===== src/rtl/beep_pkg.sv =====
// Shared types, defaults and prescaler helpers for the beep sequencer.
package beep_pkg;

    typedef enum logic [1:0] {
        ST_IDLE = 2'd0,
        ST_TONE = 2'd1,
        ST_GAP  = 2'd2
    } state_e;

    localparam int unsigned DEF_CLK_HZ  = 50_000_000;
    localparam int unsigned DEF_TICK_HZ = 1000;
    localparam int unsigned DEF_DIV_W   = 16;
    localparam int unsigned DEF_DUR_W   = 12;
    localparam int unsigned DEF_CNT_W   = 4;

    // Clock cycles per duration tick; never below 1.
    function automatic int unsigned tick_div(input int unsigned clk_hz, input int unsigned tick_hz);
        return (clk_hz / tick_hz == 0) ? 1 : clk_hz / tick_hz;
    endfunction

    // Prescaler counter width; at least one bit.
    function automatic int unsigned tick_w(input int unsigned div);
        return (div < 2) ? 1 : $clog2(div);
    endfunction

endpackage


===== src/rtl/beep_seq_if.sv =====
// Request handshake and buzzer status bundle for beep_seq.
interface beep_seq_if
    import beep_pkg::*;
#(
    parameter int unsigned DIV_W = DEF_DIV_W,
    parameter int unsigned DUR_W = DEF_DUR_W,
    parameter int unsigned CNT_W = DEF_CNT_W
) ();
    logic             req_valid;
    logic             req_ready;
    logic [DIV_W-1:0] req_half;
    logic [DUR_W-1:0] req_on;
    logic [DUR_W-1:0] req_off;
    logic [CNT_W-1:0] req_count;
    logic             beep_out;
    logic             busy;
    logic             done;

    modport master (
        output req_valid, req_half, req_on, req_off, req_count,
        input  req_ready, beep_out, busy, done
    );

    modport slave (
        input  req_valid, req_half, req_on, req_off, req_count,
        output req_ready, beep_out, busy, done
    );
endinterface


===== src/rtl/beep_tick_gen.sv =====
// Duration-tick prescaler: one-cycle tick every DIV clocks, restartable.
module beep_tick_gen
    import beep_pkg::*;
#(
    parameter int unsigned DIV = 10
) (
    input  logic clk,
    input  logic rst,
    input  logic restart,
    output logic tick
);
    localparam int unsigned W = tick_w(DIV);
    localparam logic [W-1:0] LAST = W'(DIV - 1);

    logic [W-1:0] cnt;

    always_ff @(posedge clk or posedge rst) begin
        if (rst) begin
            cnt <= '0;
        end else if (restart || cnt == LAST) begin
            cnt <= '0;
        end else begin
            cnt <= cnt + W'(1);
        end
    end

    assign tick = (cnt == LAST);
endmodule


===== src/rtl/beep_seq.sv =====
// Programmable buzzer sequencer: tone bursts, gaps, repeat count, done pulse.
// BEEP_RETRIGGER_EN: accept requests while busy, restarting the pattern.
module beep_seq
    import beep_pkg::*;
#(
    parameter int unsigned CLK_HZ  = DEF_CLK_HZ,
    parameter int unsigned TICK_HZ = DEF_TICK_HZ,
    parameter int unsigned DIV_W   = DEF_DIV_W,
    parameter int unsigned DUR_W   = DEF_DUR_W,
    parameter int unsigned CNT_W   = DEF_CNT_W
) (
    input logic       clk,
    input logic       rst,
    beep_seq_if.slave bus
);
    localparam int unsigned TICK_DIV = tick_div(CLK_HZ, TICK_HZ);

    state_e           state, state_nxt;
    logic [DIV_W-1:0] half_q, div_q, div_nxt;
    logic [DUR_W-1:0] on_last_q, off_last_q, dur_q;
    logic             gap_en_q;
    logic [CNT_W-1:0] bursts_q;
    logic             tone_lvl, lvl_nxt;
    logic             tick, accept_c, phase_end_c, entry_c;
    logic             beep_nxt, busy_nxt, done_nxt, ready_nxt;

    assign accept_c    = bus.req_valid && bus.req_ready;
    assign phase_end_c = tick && ((state == ST_TONE && dur_q == on_last_q) ||
                                  (state == ST_GAP  && dur_q == off_last_q));
    // Any fresh start of a burst, including TONE->TONE when there is no gap.
    assign entry_c     = accept_c || (phase_end_c && state_nxt == ST_TONE);

    beep_tick_gen #(.DIV(TICK_DIV)) u_tick (
        .clk     (clk),
        .rst     (rst),
        .restart (accept_c || phase_end_c),
        .tick    (tick)
    );

    always_ff @(posedge clk or posedge rst) begin
        if (rst) state <= ST_IDLE;
        else     state <= state_nxt;
    end

    always_comb begin
        state_nxt = state;
        case (state)
            ST_IDLE: state_nxt = ST_IDLE;
            ST_TONE: begin
                if (phase_end_c) begin
                    if (bursts_q == CNT_W'(1)) state_nxt = ST_IDLE;
                    else if (gap_en_q)         state_nxt = ST_GAP;
                    else                       state_nxt = ST_TONE;
                end
            end
            ST_GAP:  if (phase_end_c) state_nxt = ST_TONE;
            default: state_nxt = ST_IDLE;
        endcase
        if (accept_c) state_nxt = ST_TONE;
    end

    always_comb begin
        beep_nxt = 1'b1;
        busy_nxt = (state_nxt != ST_IDLE);
        done_nxt = (state != ST_IDLE) && (state_nxt == ST_IDLE);
`ifdef BEEP_RETRIGGER_EN
        ready_nxt = 1'b1;
`else
        ready_nxt = (state_nxt == ST_IDLE);
`endif
        if (state_nxt == ST_TONE) beep_nxt = lvl_nxt;
    end

    always_ff @(posedge clk or posedge rst) begin
        if (rst) begin
            bus.beep_out  <= 1'b1;
            bus.busy      <= 1'b0;
            bus.done      <= 1'b0;
            bus.req_ready <= 1'b1;
        end else begin
            bus.beep_out  <= beep_nxt;
            bus.busy      <= busy_nxt;
            bus.done      <= done_nxt;
            bus.req_ready <= ready_nxt;
        end
    end

    // Square-wave divider; every burst starts high with a cleared divider.
    always_comb begin
        div_nxt = div_q;
        lvl_nxt = tone_lvl;
        if (entry_c) begin
            div_nxt = '0;
            lvl_nxt = 1'b1;
        end else if (state == ST_TONE) begin
            if (div_q == half_q) begin
                div_nxt = '0;
                lvl_nxt = ~tone_lvl;
            end else begin
                div_nxt = div_q + DIV_W'(1);
            end
        end
    end

    always_ff @(posedge clk or posedge rst) begin
        if (rst) begin
            half_q     <= '0;
            on_last_q  <= '0;
            off_last_q <= '0;
            gap_en_q   <= 1'b0;
            bursts_q   <= '0;
            dur_q      <= '0;
            div_q      <= '0;
            tone_lvl   <= 1'b1;
        end else begin
            div_q    <= div_nxt;
            tone_lvl <= lvl_nxt;
            if (accept_c) begin
                half_q     <= bus.req_half;
                on_last_q  <= (bus.req_on == '0) ? '0 : bus.req_on - DUR_W'(1);
                off_last_q <= bus.req_off - DUR_W'(1);
                gap_en_q   <= (bus.req_off != '0);
                bursts_q   <= (bus.req_count == '0) ? CNT_W'(1) : bus.req_count;
            end else if (state == ST_TONE && phase_end_c) begin
                bursts_q <= bursts_q - CNT_W'(1);
            end
            if (accept_c || phase_end_c) dur_q <= '0;
            else if (tick && state != ST_IDLE) dur_q <= dur_q + DUR_W'(1);
        end
    end
endmodule

===== src/flat_wrapper.sv =====
// flat-port wrapper written by rule: the top's interface ports become plain ports
module beep_seq_flat import beep_pkg::*;
#(
    parameter int unsigned CLK_HZ  = DEF_CLK_HZ,
    parameter int unsigned TICK_HZ = DEF_TICK_HZ,
    parameter int unsigned DIV_W   = DEF_DIV_W,
    parameter int unsigned DUR_W   = DEF_DUR_W,
    parameter int unsigned CNT_W   = DEF_CNT_W
)
  (clk, rst, bus_req_valid, bus_req_half, bus_req_on, bus_req_off, bus_req_count, bus_req_ready, bus_beep_out, bus_busy, bus_done);
  beep_seq_if #(.DIV_W(DIV_W), .DUR_W(DUR_W), .CNT_W(CNT_W)) bus_i ();
  input logic clk;
  input logic rst;
  input wire logic [$bits(bus_i.req_valid)-1:0] bus_req_valid;
  input wire logic [$bits(bus_i.req_half)-1:0] bus_req_half;
  input wire logic [$bits(bus_i.req_on)-1:0] bus_req_on;
  input wire logic [$bits(bus_i.req_off)-1:0] bus_req_off;
  input wire logic [$bits(bus_i.req_count)-1:0] bus_req_count;
  output wire logic [$bits(bus_i.req_ready)-1:0] bus_req_ready;
  output wire logic [$bits(bus_i.beep_out)-1:0] bus_beep_out;
  output wire logic [$bits(bus_i.busy)-1:0] bus_busy;
  output wire logic [$bits(bus_i.done)-1:0] bus_done;
  assign bus_i.req_valid = bus_req_valid;
  assign bus_i.req_half = bus_req_half;
  assign bus_i.req_on = bus_req_on;
  assign bus_i.req_off = bus_req_off;
  assign bus_i.req_count = bus_req_count;
  assign bus_req_ready = bus_i.req_ready;
  assign bus_beep_out = bus_i.beep_out;
  assign bus_busy = bus_i.busy;
  assign bus_done = bus_i.done;
  beep_seq #(.CLK_HZ(CLK_HZ), .TICK_HZ(TICK_HZ), .DIV_W(DIV_W), .DUR_W(DUR_W), .CNT_W(CNT_W)) u_core (.clk(clk), .rst(rst), .bus(bus_i));
endmodule

===== config.mk =====
export PLATFORM = sky130hd
export DESIGN_NAME = beep_seq_flat
export DESIGN_NICKNAME = d
export VERILOG_FILES = /design/src/rtl/beep_pkg.sv /design/src/rtl/beep_seq_if.sv /design/src/rtl/beep_tick_gen.sv /design/src/rtl/beep_seq.sv /design/src/flat_wrapper.sv
export SDC_FILE = /design/constraint.sdc
export NUM_CORES = 1
export LEC_CHECK = 0
export BUFFER_PORTS_ARGS = -buffer_cell sky130_fd_sc_hd__buf_2
export CAP_MARGIN = 20
export CORE_ASPECT_RATIO = 0.6
export CORE_MARGIN = 2
export CORE_UTILIZATION = 60
export DETAILED_ROUTE_END_ITERATION = 16
export PLACE_DENSITY = 0.86
export SYNTH_ARGS = -nofsm -noshare
export SYNTH_HDL_FRONTEND = slang
export SYNTH_SLANG_ARGS = --single-unit

===== constraint.sdc =====
create_clock -name clk -period 4.51 [get_ports clk]
set_input_delay 0.451 -clock clk [delete_from_list [all_inputs] [get_ports clk]]
set_output_delay 0.451 -clock clk [all_outputs]
set_load 0.02 [all_outputs]

==> results.json, run 1 <==
{
  "grt_util_all_layers_pct": 26.37,
  "drt_iter0_drc": 372,
  "cap_violations": 0,
  "crit_end": "u_core.div_q[11]$_DFFE_PP0P_",
  "drive_gt1_share_pct": 15.41,
  "r2r_end": "u_core.div_q[11]$_DFFE_PP0P_",
  "pwr-share-seq_pct": 52.4,
  "firstDrtPassIters": 5,
  "place_congestion": 0.8534,
  "worst-path-max-fanout": 15,
  "fmax_mhz": 360.3,
  "dieArea_sq_mm": 0.009472,
  "final_hold_viol_count": 0,
  "timing.hold.ws_ns": 0.009062,
  "synth_cells": 543,
  "cts_buffers": 9,
  "finClkSkew_ns": 0.007513,
  "r2r_slack_ns": 1.73,
  "finalSetupViolCount": 0,
  "critPathMaxStageDelay_ns": 0.62,
  "p_per_area_mw_per_mm2": 279.9,
  "synth_seq_cells": 96,
  "drc": 0,
  "r2r_cells": 7,
  "port_buffers": 50,
  "drv_slew": 0,
  "required_ns": 4.71,
  "cts_hold_buf": 0,
  "areaGrowthSynthToFinish_pct": 12.65,
  "route.vias.total": 4172,
  "grt_pass1_wl_mm": 19.96,
  "fp.dieH_um": 76.19,
  "synth.avg_cell_area_sq_um": 9.597,
  "critPathKind": "reg2reg",
  "p_sw_uw": 350.2,
  "core_area_sq_mm": 0.008458,
  "fp.dieW_um": 124.3,
  "yosysWarnings": 0,
  "clkPwrFrac_pct": 43.5,
  "path_depth": 7,
  "fin_crit_ns": 2.776,
  "dp_hpwl_mm": 8.532,
  "status": "finished, final reports clean",
  "irDropWorstVdd_uv": 205.4,
  "grt_max_degree": 62,
  "wl_mm": 11.90,
  "leakage_uw": 0.002651,
  "power_frac_comb_pct": 4.1,
  "rsz0062_at_grt": "false",
  "clk_pin_slew_ns": 0.06,
  "reg2reg_from": "u_core.state[1]$_DFF_PP0_",
  "synth_edf_count": 0,
  "startpoint": "u_core.state[1]$_DFF_PP0_",
  "insertion_delay_ns": 0.35,
  "synth_top_cell_by_area": "dfrtp_1",
  "tns_ns": 0,
  "routed_via_density": 5.884,
  "ant_nets": 0,
  "worstHoldPathType": "in2async",
  "cts_resized": 0,
  "cpLargestDelayFamily": "simple AND/OR/NAND/NOR gates",
  "crit_path_start_kind": "flop",
  "yosys.area.top_type_share_pct": 44.66,
  "sw_frac_of_total_pct": 21.31,
  "grt_pass1_vias": 3998,
  "initial_core_util_pct": 61.61,
  "num_rows": 26,
  "syn_nets": 600,
  "n_antenna_cell": 0,
  "timing.final.crit_share_pct": 61.54,
  "cts_sinks": 96,
  "io_pins": 51,
  "critPathBufInv": 1,
  "crit_slowest_cell": "o311ai_4",
  "slew_headroom_pct": 51.91,
  "synth_cell_type_count": 56,
  "grt-ovfl-total": 0,
  "yosys-top-cells-area": "dfrtp_1 (45%), xnor2_1 (10%), nand2_1 (6.7%)",
  "cts_max_path_buffers": 2,
  "cts_htree_levels": 3,
  "antenna_found_initial": 0,
  "post_cts_buffers": 0,
  "synth_common_cells": "dfrtp_1 (93), nand2_1 (93), xnor2_1 (62), nor2_1 (54), o21ai_0 (29)",
  "clockRootBuffer": "clkbuf_16",
  "async_flop_share_pct": 100.0,
  "cts_tree": "done",
  "crit_chain": "inv_1 -> ha_1 -> nand2_1 -> nor4_4 -> o21ai_2 -> o311ai_4 -> nor2_1",
  "synth_flop_cell": "dfrtp_1",
  "internal_power_uw": 1293,
  "worstSetupEndpointType": "flop",
  "worst_slew_pin_slew_ns": 0.7148,
  "synth_area_sq_mm": 0.005211,
  "worst_ep_arrival_time_ns": 2.97,
  "fin_nets": 649,
  "yosysSeqAreaShare_pct": 46.17,
  "routedWlPerCell_um": 16.79
}
[stage by stage]
step	area, sq um	power, uW	setup WS [ns]	util [%]	std cells
2_1_floorplan	5211	905.1	1.559	-	543
4_1_cts	5808	1650	1.812	68.67	706
3_3_place_gp	5535	940.6	1.973	65.44	690
6_report	5871	1643	1.734	69.41	709
5_1_grt	5871	1701	1.593	69.41	709
3_5_place_dp	5535	942.7	1.856	65.44	690
[kinds of logic (layout without fill, tap and decap cells)]
kind of cell,Yosys count,count (layout),synth area share (%)
buffers and inverters,29,83,2.497
muxes,5,5,0.9844
adders and majority gates,10,10,2.401
xor gates and xnor gates,93,93,16.06
and+or+nand+nor,253,253,24.44
AOI/OAI and AO/OA,57,57,7.444
DFF,96,96,46.17
[per-layer routing]
| metal | vias to the layer above | global-route usage, % | routed length (um) |
|---|---|---|---|
| met4 | 0 | 5.730 | 167 |
| met5 | - | 0 | 0 |
| met2 | 156 | 37.98 | 5213 |
| met1 | 2048 | 39.66 | 5665 |
| met3 | 23 | 7.795 | 858 |
| li1 | 1945 | - | - |
[cell type report]
| class | instances | area, sq um |
|---|---|---|
| repair buffers | 55 | 327.8 |
| multi-input cells | 418 | 2678 |
| flip-flops and latches | 96 | 2406 |
| well taps | 112 | 140.1 |
| inverters | 12 | 46.29 |
| clock inverters | 1 | 5.005 |
| fillers | 653 | 2587 |
| clock buffers | 15 | 267.8 |
[worst reg2reg max path: stages (launching register included)]
cell and delay (ns):
dfrtp_1 0.39, inv_1 0.11, ha_1 0.52, nand2_1 0.22, nor4_4 0.45, o21ai_2 0.19
o311ai_4 0.62, nor2_1 0.13
[sequential cells by signal, indices dropped and copies added (netlist names), 2 cells and up]
name               cells
u_core.u_tick.cnt     16
u_core.off_last_q     12
u_core.div_q          16
u_core.state           2
u_core.bursts_q        4
u_core.dur_q          12
u_core.half_q         16
u_core.on_last_q      12
[worst min path at each step]
stage / end / from / cells after the start / slack (ns)
floorplan: u_core.u_tick.cnt[0]$_DFF_PP0_ / u_core.u_tick.cnt[0]$_DFF_PP0_ / 1 / 0.43
global placement: u_core.u_tick.cnt[0]$_DFF_PP0_ / u_core.u_tick.cnt[0]$_DFF_PP0_ / 1 / 0.44
detailed placement: u_core.u_tick.cnt[0]$_DFF_PP0_ / u_core.u_tick.cnt[0]$_DFF_PP0_ / 1 / 0.46
CTS: u_core.half_q[6]$_DFFE_PP0P_ / bus_req_half[6] / 3 / 0.29
global route: u_core.bursts_q[0]$_DFFE_PP0P_ / rst / 2 / 0.01
finish: u_core.bursts_q[0]$_DFFE_PP0P_ / rst / 2 / 0.009
[layout by cell type, fill, tap and decap left out, types with 3 or more instances in the layout]
master and count:
nor2_1 54, nand3_1 19, xor2_1 28, nand2_1 92, o21ai_0 29, and4_1 3
mux2i_1 4, xnor2_1 62, or4_4 3, and2_1 3, clkbuf_16 9, nor4_1 6
ha_1 10, nand4_1 16, dfstp_2 3, buf_2 50, nor3_1 13, nand3b_1 3
a21oi_1 9, xnor2_2 3, clkbuf_1 4, inv_1 11, and3_1 13, dfrtp_1 93
or3_1 3, nand2b_1 7, a31oi_1 5
[power groups by stage]
stage          clock [uW]  combinational (uW)  sequential (uW)
2_1_floorplan           0                27.9              877
3_5_place_dp            0                65.6              877
4_1_cts               723                66.0              861
5_1_grt               764                76.5              860
3_3_place_gp            0                63.4              877
6_report              714                67.8              861
No activity file was read; power rests on OpenSTA's default activity.
==> inputs of run 2 (changes only) <==
--- a/config.mk
+++ b/config.mk
@@ -9,9 +9,9 @@
 export CAP_MARGIN = 20
 export CORE_ASPECT_RATIO = 0.6
 export CORE_MARGIN = 2
-export CORE_UTILIZATION = 60
+export CORE_UTILIZATION = 54
 export DETAILED_ROUTE_END_ITERATION = 16
-export PLACE_DENSITY = 0.86
+export PLACE_DENSITY = 0.82
 export SYNTH_ARGS = -nofsm -noshare
 export SYNTH_HDL_FRONTEND = slang
 export SYNTH_SLANG_ARGS = --single-unit
==> constraint.sdc (replaced) <==
create_clock -name clk -period 2.4 [get_ports clk]
set_input_delay 0.24 -clock clk [delete_from_list [all_inputs] [get_ports clk]]
set_output_delay 0.24 -clock clk [all_outputs]
set_load 0.02 [all_outputs]
==> results.json, run 2 (synthesis gave the netlist of run 1 again) <==
{
  "status": "finished, final reports clean",
  "insertion_delay_ns": 0.34,
  "fin_nets": 656,
  "drt_iter0_drc": 278,
  "fmax_mhz": 444.2,
  "timing.final.crit_share_pct": 93.81,
  "drive_gt1_share_pct": 17.05,
  "place_congestion": 0.9048,
  "wl_mm": 11.84,
  "initial_core_util_pct": 56.09,
  "cap_violations": 0,
  "fp.dieW_um": 130.8,
  "p_per_area_mw_per_mm2": 545.8,
  "port_buffers": 50,
  "sw_frac_of_total_pct": 21.00,
  "core_area_sq_mm": 0.009290,
  "post_cts_buffers": 0,
  "crit_path_start_kind": "flop",
  "reg_top3": "u_core.div_q (16), u_core.half_q (16), u_core.u_tick.cnt (16)",
  "routedWlPerCell_um": 16.13,
  "grt_util_all_layers_pct": 24.44,
  "finClkSkew_ns": 0.006849,
  "grt-ovfl-total": 0,
  "stdcell_count": 734,
  "cts_max_path_buffers": 2,
  "worst_ep_arrival_time_ns": 2.53,
  "dp_hpwl_mm": 8.723,
  "p_sw_uw": 685.7,
  "final_cell_mix": "nand2_1 (92), dfrtp_1 (92), xnor2_1 (62), nor2_1 (54), buf_2 (50)",
  "internal_power_uw": 2579,
  "drv_slew": 0,
  "grt_pass1_wl_mm": 19.55,
  "firstDrtPassIters": 4,
  "worst-path-max-fanout": 7,
  "crit_slowest_cell": "or4_4",
  "clkPwrFrac_pct": 46.5,
  "leakage_uw": 0.002697,
  "grt_max_degree": 45,
  "worst_slew_pin_slew_ns": 0.5984,
  "critPathBufInv": 0,
  "irDropWorstVdd_uv": 325.4,
  "ant_nets": 0,
  "slew_headroom_pct": 60.02,
  "antenna_found_initial": 0,
  "cts_sinks": 96,
  "final_hold_viol_count": 0,
  "routed_via_density": 5.617,
  "finalSetupViolCount": 0,
  "grt_pass1_vias": 3981,
  "n_antenna_cell": 0,
  "critPathMaxStageDelay_ns": 0.56,
  "tns_ns": 0,
  "power_frac_comb_pct": 4.0,
  "clk_pin_slew_ns": 0.07,
  "pwr-share-seq_pct": 49.5,
  "areaGrowthSynthToFinish_pct": 14.79,
  "total_power_uw": 3265,
  "clockRootBuffer": "clkbuf_16",
  "dieArea_sq_mm": 0.01048,
  "cts_htree_levels": 3,
  "drc": 0,
  "cts_tree": "done",
  "worstSetupEndpointType": "flop",
  "worstHoldPathType": "in2reg",
  "cpLargestDelayFamily": "simple AND/OR/NAND/NOR gates",
  "required_ns": 2.68,
  "critPathKind": "reg2reg",
  "fin_crit_ns": 2.251,
  "num_rows": 27,
  "route.vias.total": 4123,
  "fp.dieH_um": 80.10,
  "io_pins": 51,
  "cts_buffers": 9,
  "post-place-cells": 717,
  "crit_chain": "xnor2_1 -> nand4_1 -> or4_4 -> a21oi_4 -> mux2i_1 -> and2_1",
  "rsz0062_at_grt": "false"
}
==> run 2: cell count changes in the layout (fill, tap and decap cells not counted), sizes merged <==
cell,change
bufinv,+2
dlygate4sd3,+1
clkinv,+2
clkinvlp,+1
buf,+6
clkbuf,-5
==> run 2: per-stage QoR <==
step                      setup WS [ns]  util [%]  hold slack, ns  cell area [sq um]
after floorplan                  0.4372         -          0.3454               5215
after detailed placement         0.1266     60.85          0.3461               5653
after CTS                        0.1347     64.32         0.07187               5976
after global routing           0.002169     64.39         0.08121               5982
final                            0.1487     64.39         0.08187               5982
after global placement           0.2266     60.85          0.3380               5653
==> run 2: area by class of cell <==
class	instances	area, sq um
fill	713	3308
multi-input combinational	418	2683
timing repair buffer	62	367.9
clock buffer	10	229.0
inverter	12	48.80
tap	130	162.7
sequential	96	2407
clock inverter	6	83.83
==> run 2: repair_timing <==
action	4_1_cts	5_1_grt
setup endpoints to repair	0	17
hold buffers	1	0
gates resized for setup	0	2
hold endpoints to repair	25	0
==> run 2: final timing paths <==
kind	startpoint	endpoint	slack, ns	cells after the start
setup / recovery	u_core.dur_q[4]$_DFFE_PP0P_	u_core.state[1]$_DFF_PP0_	0.15	6
hold / removal	bus_req_half[1]	u_core.half_q[1]$_DFFE_PP0P_	0.08	3
setup reg to reg	u_core.dur_q[4]$_DFFE_PP0P_	u_core.state[1]$_DFF_PP0_	0.15	6
hold reg to reg	u_core.u_tick.cnt[0]$_DFF_PP0_	u_core.u_tick.cnt[0]$_DFF_PP0_	0.46	1
max in group asynchronous	rst	u_core.bus.req_ready$_DFF_PP1_	1.10	4
min in group asynchronous	rst	u_core.u_tick.cnt[3]$_DFF_PP0_	0.52	3
==> run 2: tightest hold or removal path, delay by kind of cell <==
| kind | cells | cell delay, ns |
|---|---|---|
| simple gates | 2 | 0.09 |
| buf+inv | 1 | 0.07 |
==> run 2: layer usage <==
layer | share of wire (%) | up-vias | wire length, um | global-route usage (%)
met5 | 0 | - | 0 | 0
met1 | 49 | 2002 | 5750 | 35.79
li1 | - | 1961 | - | -
met2 | 44 | 141 | 5178 | 36.09
met4 | 1.4 | 0 | 168 | 6.702
met3 | 6.3 | 19 | 741 | 6.262
==> run 2: power groups by stage <==
stage / clock (uW) / combinational (uW) / sequential (uW)
after floorplan: 0 / 52.9 / 1650
after global placement: 0 / 124 / 1650
after detailed placement: 0 / 130 / 1650
after CTS: 1550 / 132 / 1620
after global routing: 1610 / 145 / 1620
final: 1520 / 129 / 1620
==> inputs of run 3 (changes only) <==
--- a/config.mk
+++ b/config.mk
@@ -7,9 +7,10 @@
 export LEC_CHECK = 0
 export BUFFER_PORTS_ARGS = -buffer_cell sky130_fd_sc_hd__buf_2
 export CAP_MARGIN = 20
-export CORE_ASPECT_RATIO = 0.6
-export CORE_MARGIN = 2
-export CORE_UTILIZATION = 54
+export CELL_PAD_IN_SITES_DETAIL_PLACEMENT = 0
+export CELL_PAD_IN_SITES_GLOBAL_PLACEMENT = 1
+export CORE_ASPECT_RATIO = 0.7
+export CORE_UTILIZATION = 42
 export DETAILED_ROUTE_END_ITERATION = 16
 export PLACE_DENSITY = 0.82
 export SYNTH_ARGS = -nofsm -noshare
==> results.json, run 3 (synthesis gave the netlist of run 1 again) <==
{
  "slew_headroom_pct": 63.04,
  "antenna_found_initial": 0,
  "wl_mm": 11.46,
  "drv_slew": 0,
  "rsz0062_at_grt": "false",
  "initial_core_util_pct": 43.82,
  "final_cell_mix": "dfrtp_1 (93), nand2_1 (92), xnor2_1 (62), nor2_1 (54), buf_2 (50)",
  "fin_nets": 659,
  "grt_pass1_vias": 3809,
  "drc": 0,
  "seq_area_sq_mm": 0.002406,
  "fp.dieH_um": 95.20,
  "drive_gt1_share_pct": 17.30,
  "worst_slew_pin_slew_ns": 0.5524,
  "areaGrowthSynthToFinish_pct": 16.25,
  "cts_hold_buf": 0,
  "route.vias.total": 3963,
  "routedWlPerCell_um": 15.01,
  "grt_pass1_wl_mm": 19.26,
  "worst_ep_arrival_time_ns": 2.52,
  "grt_max_degree": 97,
  "firstDrtPassIters": 4,
  "leakage_uw": 0.002708,
  "multi_input_area_sq_mm": 0.002684,
  "worst-path-max-fanout": 10,
  "cts_tree": "done",
  "cts_sinks": 96,
  "fp.dieW_um": 135.1,
  "crit_slowest_cell": "dfrtp_1",
  "fmax_mhz": 446.0,
  "cap_violations": 0,
  "port_buffers": 50,
  "irDropWorstVdd_uv": 379.3,
  "dp_hpwl_mm": 8.474,
  "ant_nets": 0,
  "io_pins": 51,
  "critPathKind": "reg2reg",
  "clk_pin_slew_ns": 0.07,
  "grt-ovfl-total": 0,
  "num_rows": 33,
  "crit_path_start_kind": "flop",
  "final_common_cell": "dfrtp_1",
  "core_area_sq_mm": 0.01189,
  "required_ns": 2.68,
  "insertion_delay_ns": 0.34,
  "cts_max_path_buffers": 2,
  "timing.final.crit_share_pct": 93.41,
  "drt_iter0_drc": 172,
  "tns_ns": 0,
  "post-place-cells": 747,
  "finalSetupViolCount": 0,
  "clockRootBuffer": "clkbuf_16",
  "cts_htree_levels": 3,
  "num-fill-cells": 1134,
  "stdcell_count": 764,
  "worstHoldPathType": "in2async",
  "final_hold_viol_count": 0,
  "status": "finished, final reports clean",
  "grt_util_all_layers_pct": 19.49,
  "p_per_area_mw_per_mm2": 560.1,
  "finClkSkew_ns": 0.008526,
  "n_antenna_cell": 0,
  "routed_via_density": 5.187,
  "crit_chain": "xnor2_2 -> nand4_2 -> or4_4 -> a21oi_4 -> mux2i_1 -> and2_1",
  "dieArea_sq_mm": 0.01286,
  "worstSetupEndpointType": "flop",
  "critPathMaxStageDelay_ns": 0.59,
  "place_congestion": 0.8308,
  "fin_crit_ns": 2.242,
  "reg_top3": "u_core.div_q (16), u_core.half_q (16), u_core.u_tick.cnt (16)",
  "cts_buffers": 9
}
run 3: power by group:
part | switching [uW] | internal (uW)
registers | 0 | 1620
clock network | 604 | 1050
logic | 75.1 | 49.4
total | 679 | 2710
run 3: final timing paths:
| check | startpoint | end | slack, ns | cells past startpoint |
|---|---|---|---|---|
| setup / recovery | u_core.dur_q[2]$_DFFE_PP0P_ | u_core.state[1]$_DFF_PP0_ | 0.16 | 6 |
| hold / removal | rst | u_core.div_q[8]$_DFFE_PP0P_ | 0.03 | 3 |
| setup reg to reg | u_core.dur_q[2]$_DFFE_PP0P_ | u_core.state[1]$_DFF_PP0_ | 0.16 | 6 |
| hold reg to reg | u_core.u_tick.cnt[0]$_DFF_PP0_ | u_core.u_tick.cnt[0]$_DFF_PP0_ | 0.46 | 1 |
| max in group asynchronous | rst | u_core.half_q[13]$_DFFE_PP0P_ | 1.96 | 3 |
| min in group clk | bus_req_half[0] | u_core.half_q[0]$_DFFE_PP0P_ | 0.09 | 3 |
run 3: layer usage:
layer / global-route usage (%) / share of wire, % / vias to the layer above
met3: 4.306 / 3.6 / 7
li1: - / - / 1973
met1: 29.18 / 53 / 1917
met5: 0 / 0 / -
met4: 5.337 / 0.77 / 0
met2: 28.03 / 43 / 66
run 3: what timing repair did:
item | 4_1_cts | 5_1_grt
setup endpoints to repair | 0 | 10
setup buffers | 0 | 1
gates resized for setup | 0 | 2
run 3: worst max-delay path: cells and delay by family, from the launching register on:
kind,cells,cell delay (ns)
flops,1,0.59
xor+xnor,1,0.16
mux,1,0.33
compound gates,1,0.21
simple gates,3,0.89
run 3: metrics by stage:
step	hold slack (ns)	setup slack [ns]	instance area, sq um	util [%]	power, uW
2_1_floorplan	0.3454	0.4372	5215	-	1701
3_3_place_gp	0.4234	0.1845	5697	47.91	1773
3_5_place_dp	0.4298	0.1065	5697	47.91	1776
4_1_cts	0.05688	0.07691	6045	50.83	3437
5_1_grt	0.08054	0.01341	6058	50.95	3505
6_report	0.02785	0.1581	6058	50.95	3393
run 3: layout make-up:
class	instances	share of cell area (%)
Clock buffer	11	4.007
Multi-Input combinational cell	418	44.30
Tap cell	157	3.242
Sequential cell	96	39.72
Clock inverter	5	1.735
Inverter	12	0.8055
Timing Repair Buffer	65	6.196
